<file path="src/rtl/inv_filter_ej_4_if.sv">
// inv_filter_ej_4_if: sample stream bundle between a producer and the inverse filter
interface inv_filter_ej_4_if #(
    parameter int NB_DATA = 16
);
    logic signed [NB_DATA-1:0] i_y;
    logic                      i_valid;
    logic                      o_ready;
    logic                      i_clear;
    logic signed [NB_DATA-1:0] o_x;
    logic                      o_valid;
    logic                      o_sat;

    modport master (
        output i_y, i_valid, i_clear,
        input  o_ready, o_x, o_valid, o_sat
    );

    modport slave (
        input  i_y, i_valid, i_clear,
        output o_ready, o_x, o_valid, o_sat
    );
endinterface

</file>
<file path="src/rtl/inv_filter_ej_4.sv">
// inv_filter_ej_4: IIR inverse of the forward filter, one shared adder sequenced over six terms
module inv_filter_ej_4 #(
    parameter int NB_DATA = 16
) (
    input logic              clock,
    input logic              i_rst,
    inv_filter_ej_4_if.slave bus
);
    localparam int NB_ACC = NB_DATA + 3;

    localparam logic [1:0] IDLE = 2'd0;
    localparam logic [1:0] ACC  = 2'd1;
    localparam logic [1:0] OUT  = 2'd2;

    localparam logic signed [NB_ACC-1:0] MAX_X = {4'b0000, {(NB_DATA-1){1'b1}}};
    localparam logic signed [NB_ACC-1:0] MIN_X = {4'b1111, {(NB_DATA-1){1'b0}}};

    logic [1:0]                state;
    logic [2:0]                cnt;
    logic signed [NB_ACC-1:0]  acc;
    logic signed [NB_ACC-1:0]  term;
    logic signed [NB_ACC-1:0]  acc_sum;
    logic signed [NB_DATA-1:0] y0, y1, y2;
    logic signed [NB_DATA-1:0] x1, x2, x3;
    logic signed [NB_DATA-1:0] x_sat;
    logic                      clip_hi;
    logic                      clip_lo;

    function automatic logic signed [NB_ACC-1:0] sx(input logic signed [NB_DATA-1:0] v);
        return {{3{v[NB_DATA-1]}}, v};
    endfunction

    assign bus.o_ready = (state == IDLE);

    // term selected for this ACC step: +y0, -y1/2, -y2/4, +x1, -x2, -x3
    always_comb begin
        term = '0;
        case (cnt)
            3'd0:    term = sx(y0);
            3'd1:    term = -sx(y1 >>> 1);
            3'd2:    term = -sx(y2 >>> 2);
            3'd3:    term = sx(x1);
            3'd4:    term = -sx(x2);
            3'd5:    term = -sx(x3);
            default: term = '0;
        endcase
    end

    // the single shared adder and the output clamp
    always_comb begin
        acc_sum = acc + term;
        clip_hi = acc > MAX_X;
        clip_lo = acc < MIN_X;
        x_sat   = clip_hi ? MAX_X[NB_DATA-1:0] : clip_lo ? MIN_X[NB_DATA-1:0] : acc[NB_DATA-1:0];
    end

    // sequencer: accept, accumulate six terms, then publish and shift histories
    always_ff @(posedge clock) begin
        if (i_rst || bus.i_clear) begin
            state       <= IDLE;
            cnt         <= '0;
            acc         <= '0;
            y0          <= '0;
            y1          <= '0;
            y2          <= '0;
            x1          <= '0;
            x2          <= '0;
            x3          <= '0;
            bus.o_sat   <= 1'b0;
            bus.o_valid <= 1'b0;
            if (i_rst)
                bus.o_x <= '0;
        end else begin
            bus.o_valid <= 1'b0;
            case (state)
                IDLE: begin
                    if (bus.i_valid) begin
                        y0    <= bus.i_y;
                        acc   <= '0;
                        cnt   <= '0;
                        state <= ACC;
                    end
                end
                ACC: begin
                    acc <= acc_sum;
                    cnt <= cnt + 3'd1;
                    if (cnt == 3'd5)
                        state <= OUT;
                end
                OUT: begin
                    bus.o_x     <= x_sat;
                    bus.o_valid <= 1'b1;
                    bus.o_sat   <= bus.o_sat | clip_hi | clip_lo;
                    y2          <= y1;
                    y1          <= y0;
                    x3          <= x2;
                    x2          <= x1;
                    x1          <= x_sat;
                    state       <= IDLE;
                end
                default: state <= IDLE;
            endcase
        end
    end
endmodule
</file>
<file path="src/flat_wrapper.sv">
// flat-port wrapper written by rule: the top's interface ports become plain ports
module inv_filter_ej_4_flat 
#(
    parameter int NB_DATA = 16
)
  (clock, i_rst, bus_i_y, bus_i_valid, bus_i_clear, bus_o_ready, bus_o_x, bus_o_valid, bus_o_sat);
  inv_filter_ej_4_if #(.NB_DATA(NB_DATA)) bus_i ();
  input logic clock;
  input logic i_rst;
  input wire logic [$bits(bus_i.i_y)-1:0] bus_i_y;
  input wire logic [$bits(bus_i.i_valid)-1:0] bus_i_valid;
  input wire logic [$bits(bus_i.i_clear)-1:0] bus_i_clear;
  output wire logic [$bits(bus_i.o_ready)-1:0] bus_o_ready;
  output wire logic [$bits(bus_i.o_x)-1:0] bus_o_x;
  output wire logic [$bits(bus_i.o_valid)-1:0] bus_o_valid;
  output wire logic [$bits(bus_i.o_sat)-1:0] bus_o_sat;
  assign bus_i.i_y = bus_i_y;
  assign bus_i.i_valid = bus_i_valid;
  assign bus_i.i_clear = bus_i_clear;
  assign bus_o_ready = bus_i.o_ready;
  assign bus_o_x = bus_i.o_x;
  assign bus_o_valid = bus_i.o_valid;
  assign bus_o_sat = bus_i.o_sat;
  inv_filter_ej_4 #(.NB_DATA(NB_DATA)) u_core (.clock(clock), .i_rst(i_rst), .bus(bus_i));
endmodule
</file>
<file path="config.mk">
export PLATFORM = sky130hd
export DESIGN_NAME = inv_filter_ej_4_flat
export DESIGN_NICKNAME = d
export VERILOG_FILES = /design/src/rtl/inv_filter_ej_4_if.sv /design/src/rtl/inv_filter_ej_4.sv /design/src/flat_wrapper.sv
export SDC_FILE = /design/constraint.sdc
export NUM_CORES = 1
export LEC_CHECK = 0
export ABC_AREA = 1
export CAP_MARGIN = 20
export CORE_ASPECT_RATIO = 1.1
export CORE_MARGIN = 3
export CORE_UTILIZATION = 60
export DETAILED_ROUTE_END_ITERATION = 16
export PLACE_DENSITY_LB_ADDON = 0.2
export REMOVE_ABC_BUFFERS = 1
export SYNTH_ARGS = -nofsm -noshare
export SYNTH_HDL_FRONTEND = slang
export SYNTH_SLANG_ARGS = --single-unit
export TNS_END_PERCENT = 10
</file>
<file path="constraint.sdc">
create_clock -name clock -period 7.9 [get_ports clock]
set_clock_uncertainty 0.15 [all_clocks]
set_input_delay 2.37 -clock clock [delete_from_list [all_inputs] [get_ports clock]]
set_output_delay 2.37 -clock clock [all_outputs]
set_load 0.005 [all_outputs]
</file>
After elaboration in Yosys (flattened, before gate mapping)
Cells that the tools add are included.
{"block": "totals", "reg_bits": 138, "inputBits": 20, "output_inout_bits": 19, "word_cells": 55}
{"block": "op_classes", "addsub": 6, "n_lt_le_gt_ge": 2, "n_eq_ne": 10, "mux": 14, "bitwise_logic": 2, "reduce_logical": 9}
{"cell": "19-bit case mux with 6 select lines", "count": 1}
{"cell": "16-bit two-way mux", "count": 5}
{"cell": "16-bit negation with 19-bit output", "count": 2}
{"cell": "19-bit case mux with 2 select lines", "count": 1}
{"cell": "19-bit adder", "count": 1}
{"cell": "19-bit by 16-bit > comparator with 1-bit output (second input constant)", "count": 1}
{"cell": "19-bit by 16-bit less-than comparator with 1-bit output (second input constant)", "count": 1}
{"cell": "19-bit two-way mux", "count": 1}
{"cell": "14-bit negation with 19-bit output", "count": 1}
{"cell": "15-bit negation with 19-bit output", "count": 1}
{"cell": "2-bit AND reduction", "count": 4}
{"cell": "3-bit by 2-bit equality test with 1-bit output (second input constant)", "count": 2}
{"cell": "3-bit equality test (second input constant)", "count": 2}
{"cell": "3-bit case mux with 2 select lines", "count": 1}
{"cell": "2-bit two-way mux", "count": 2}
{"cell": "2-bit != test (second input constant)", "count": 2}
{"cell": "2-bit case mux with 2 select lines", "count": 1}
{"cell": "2-bit nonzero test", "count": 2}
{"cell": "3-bit by 1-bit adder with 3-bit output (second input constant)", "count": 1}
{"cell": "3-bit by 1-bit equality test with 1-bit output (second input constant)", "count": 1}
{"cell": "3-bit zero test", "count": 1}
{"cell": "3-bit two-way mux", "count": 1}
{"cell": "2-bit by 1-bit equality test with 1-bit output (second input constant)", "count": 1}
{"cell": "2-bit equality test (second input constant)", "count": 1}
{"cell": "5 further kinds", "count": 6}

Logic depth before layout (Yosys ltp)
{"block": "depth", "word_depth": 5, "ltp_mapped": 26, "depth_no_buf": 26}

Least setup slack after synthesis
Ideal clock, no wire load.
{"block": "synth_path", "path_kind": "input -> register", "start": "input port bus_i_clear", "end": "register u_core.bus.o_x[0], enable pin", "setup_time_ps": 334, "arrival_time_ps": 3122, "t_required_ps": 7416, "slack_ps": 4295, "cell_stages": 4, "path_buffers": 0, "path_cell_list": "nor2_1 inv_1 nor2_1 or2_2"}
{"block": "synth_via", "elab_chain_cells": 3, "word_cells_on_any_way": 4}
{"element": "start: declaration", "line": "flat_wrapper.sv:12", "text": "input wire logic [$bits(bus_i.i_clear)-1:0] bus_i_clear;"}
{"element": "1-bit logical OR *", "line": "inv_filter_ej_4.sv:59", "text": "if (i_rst || bus.i_clear) begin"}
{"element": "2-bit != test (no line) or 2-bit nonzero test (tied branches)"}
{"element": "2-bit AND reduction (no line) *"}
{"element": "end signal: assignment", "line": "inv_filter_ej_4.sv:91", "text": "bus.o_x <= x_sat;"}
{"element": "end: declaration", "line": "inv_filter_ej_4_if.sv:20", "text": "output o_ready, o_x, o_valid, o_sat"}
Every way passes the cells marked *; elsewhere a longest branch is shown, timed or not.
A chain may end at the register's enable or synchronous reset.

Worst setup path after layout
{"block": "layout_path", "start": "input port i_rst", "end": "register u_core.bus.o_x[2], enable pin"}
{"block": "layout_via", "elab_chain_cells": 3, "word_cells_on_any_way": 4}
{"element": "start: declaration", "line": "flat_wrapper.sv:9", "text": "input logic i_rst;"}
{"element": "1-bit logical OR", "line": "inv_filter_ej_4.sv:59"}
{"element": "2-bit != test (no line) or 2-bit nonzero test (tied branches)"}
{"element": "2-bit AND reduction (no line) *"}
Marked as above.

==> flow_summary.yaml <==
cts:
  cts_tree: "yes"
  cts_root_buf: "clkbuf_16"
  cts_hold_buf: 0
  post_cts_buffers: 0
  clockBufferDepth: 2
  clkTransAtPathRegs_ns: 0.05
  clock_latency_ns: 0.43
  clock_sinks: 135
  cts_resized: 0
  numCtsBuffers: 17
  htree_levels: 4
floorplanning:
  core_area_um2: 12200
  io_pins: 39
  dieArea_um2: 14200
  dieWidth_um: 114
  initial_core_util_pct: 62.7
  fp.dieH_um: 125
  fp-row-count: 42
place:
  gp_congestion: 0.966
  dpl_worst_slack_ns: 3.10
  post-place-cells: 1256
  numPortBuffers: 38
  dp_hpwl_um: 15700
run:
  drv_cap: 0
power:
  irDropWorstVdd_mv: 0.198
  p_leak_uw: 0.00377
  p_per_area_nw_per_um2: 192
timing:
  final.setup.tns_ns: 0
  hold_violations: 0
  period_share_pct: 55.2
  max_freq_mhz: 229
  slew_headroom_pct: 35.8
  worst_slew_pin_slew_ns: 0.962
  setup_viol_count_final: 0
  slew_viol_final: 0
  grt_setup_unrepaired: "no"
  period_needed_ns: 4.36
  fin_ws_ns: 3.54
finish:
  drive_gt1_share_pct: 9.07
  diodes: 0
  nNetsFinal: 1170
  instances_no_fill: 1289
  n_fill_cell: 1053
  area_delta_synth_final_pct: 14.6
synth:
  synth_cells: 1103
  ys_seq_area_share_pct: 37.3
  synth_ff_type: "dfxtp_1"
  syn_area_um2: 7670
  ys_warn_count: 0
  ys_types: 44
  async_flop_share_pct: 0
  ys_seq_elements: 135
  synth_area_per_cell_um2: 6.96
  synth_edf_count: 16
setup_path:
  cp_cell_sequence: "clkdlybuf4s50_1, nor2_4, buf_4, inv_1, nor2_1, or2_2"
  cp.arrival_ns: 4.29
  worstPathRequired_ns: 7.84
  cp_max_fo: 97
  worst-setup-path-type: "in2reg"
  cp-start-kind: "primary input"
  path_buf_inv: 3
  worst_setup_path_end_kind: "register"
  critPathMaxStageDelay_ns: 0.65
  crit_slowest_cell: "buf_4"
  cp_top_family: "buffers and inverters"
grt:
  antenna_found_initial: 0
  grt_max_degree: 104
  grt_pass1_wl_um: 34900
  overflow: 0
  track_usage_pct: 30.9
  grt_pass1_vias: 6853
hold_path:
  hold_path.class: "reg2reg"
detailed_routing:
  via_per_inst: 6.01
  drcViolationCount: 0
  wl_per_cell_um: 16.9
  via_count: 7741
  drt_pass1_iterations: 6
  ant_nets: 0
  drt-total-wl_um: 21800
  drtIter0Drc: 850
run_status:
  status: "complete, no violations"
final timing paths:
check / from / end / slack [ns] / cells past startpoint
worst max-delay path: i_rst / u_core.bus.o_x[2]$_SDFFCE_PP0P_ / 3.54 / 6
worst min-delay path: u_core.bus.o_sat$_SDFFE_PP0P_ / u_core.bus.o_sat$_SDFFE_PP0P_ / 0.33 / 2
worst max register to register: u_core.cnt[0]$_SDFFE_PP0P_ / u_core.acc[6]$_SDFFE_PP0P_ / 4.01 / 17
worst min register to register: u_core.bus.o_sat$_SDFFE_PP0P_ / u_core.bus.o_sat$_SDFFE_PP0P_ / 0.33 / 2
stage by stage:
stage | hold WS, ns | cell area, um^2 | util [%] | total power (uW)
2_1_floorplan | 0.291 | 7500 | - | 765
3_3_place_gp | 0.297 | 8120 | 66.3 | 800
5_1_grt | 0.351 | 8800 | 71.8 | 1730
4_1_cts | 0.334 | 8790 | 71.8 | 1690
6_report | 0.326 | 8800 | 71.8 | 1690
3_5_place_dp | 0.325 | 8120 | 66.3 | 801
layout by cell type (no fill, tap or decap), drive strengths merged, types with 8 or more instances in the layout:
cell / synthesis / final
a21oi: 124 / 124
or2: 8 / 8
clkdlybuf4s50: 0 / 38
inv: 121 / 123
o21ai: 152 / 152
nor3: 14 / 14
nand3: 74 / 74
o211ai: 17 / 17
dfxtp: 119 / 119
edfxtp: 16 / 16
nand3b: 8 / 8
nand2: 180 / 180
ha: 27 / 27
nand4: 10 / 10
nor2: 153 / 153
clkbuf: 30 / 20
flip-flops by register name, summed over array words and instances, names as in the netlist:
register,cells
u_core.y2,14
u_core.bus.o_valid,1
u_core.acc,19
u_core.y0,16
u_core.x2,16
u_core.x1,16
u_core.y1,15
u_core.bus.o_x,16
u_core.bus.o_sat,1
u_core.cnt,3
u_core.x3,16
u_core.state,2
cell usage after synthesis, drive strengths merged, types with 7 or more instances:
| cell | number | area share, % |
|---|---|---|
| a21oi | 124 | 8.2 |
| ha | 27 | 4.4 |
| or2 | 8 | 0.65 |
| buf | 13 | 0.83 |
| a31oi | 7 | 0.57 |
| nand3 | 74 | 5.1 |
| nor2 | 153 | 8.6 |
| nor3 | 14 | 1.3 |
| o21ai | 152 | 10 |
| nand3b | 8 | 0.78 |
| edfxtp | 16 | 6.3 |
| o211ai | 17 | 1.7 |
| dfxtp | 119 | 31 |
| clkbuf | 30 | 1.5 |
| nand4 | 10 | 0.82 |
| inv | 121 | 5.9 |
| nand2 | 180 | 9.1 |
where the power goes:
part | leakage, uW | total (uW) | internal [uW] | switching, uW
logic | 0.00231 | 80.9 | 31.2 | 49.8
clock network | 0.000332 | 899 | 594 | 305
registers | 0.00113 | 707 | 701 | 5.68
tightest hold or removal path: stages (launching register included):
cell and delay (ns):
dfxtp_1 0.31, nand2_1 0.06, nand2_1 0.05
logic make-up (layout without fill, tap and decap cells):
logic type	after synthesis	in the layout	share of synthesized area, %
AOI/OAI and AO/OA	323	323	23.0
and+or+nand+nor	449	449	26.4
xor gates and xnor gates	4	4	0.456
DFF	135	135	37.3
adders and majority gates	28	28	4.66
buffers and inverters	164	196	8.22
layout make-up:
type | count | area (um^2) | share of cell area, %
clock buffers | 20 | 478 | 5.43
multi-input cells | 804 | 4200 | 47.7
repair buffers | 43 | 418 | 4.75
inverters | 121 | 454 | 5.16
flip-flops and latches | 135 | 2860 | 32.5
clock inverters | 12 | 193 | 2.19
well taps | 154 | 193 | 2.19
per-layer routing:
layer	global-route usage (%)	part of all wire, %
met2	47.9	46
met5	0	0
met3	6.66	8.2
met4	11.8	2.4
met1	42.0	44
No activity file was read; power rests on OpenSTA's default activity.
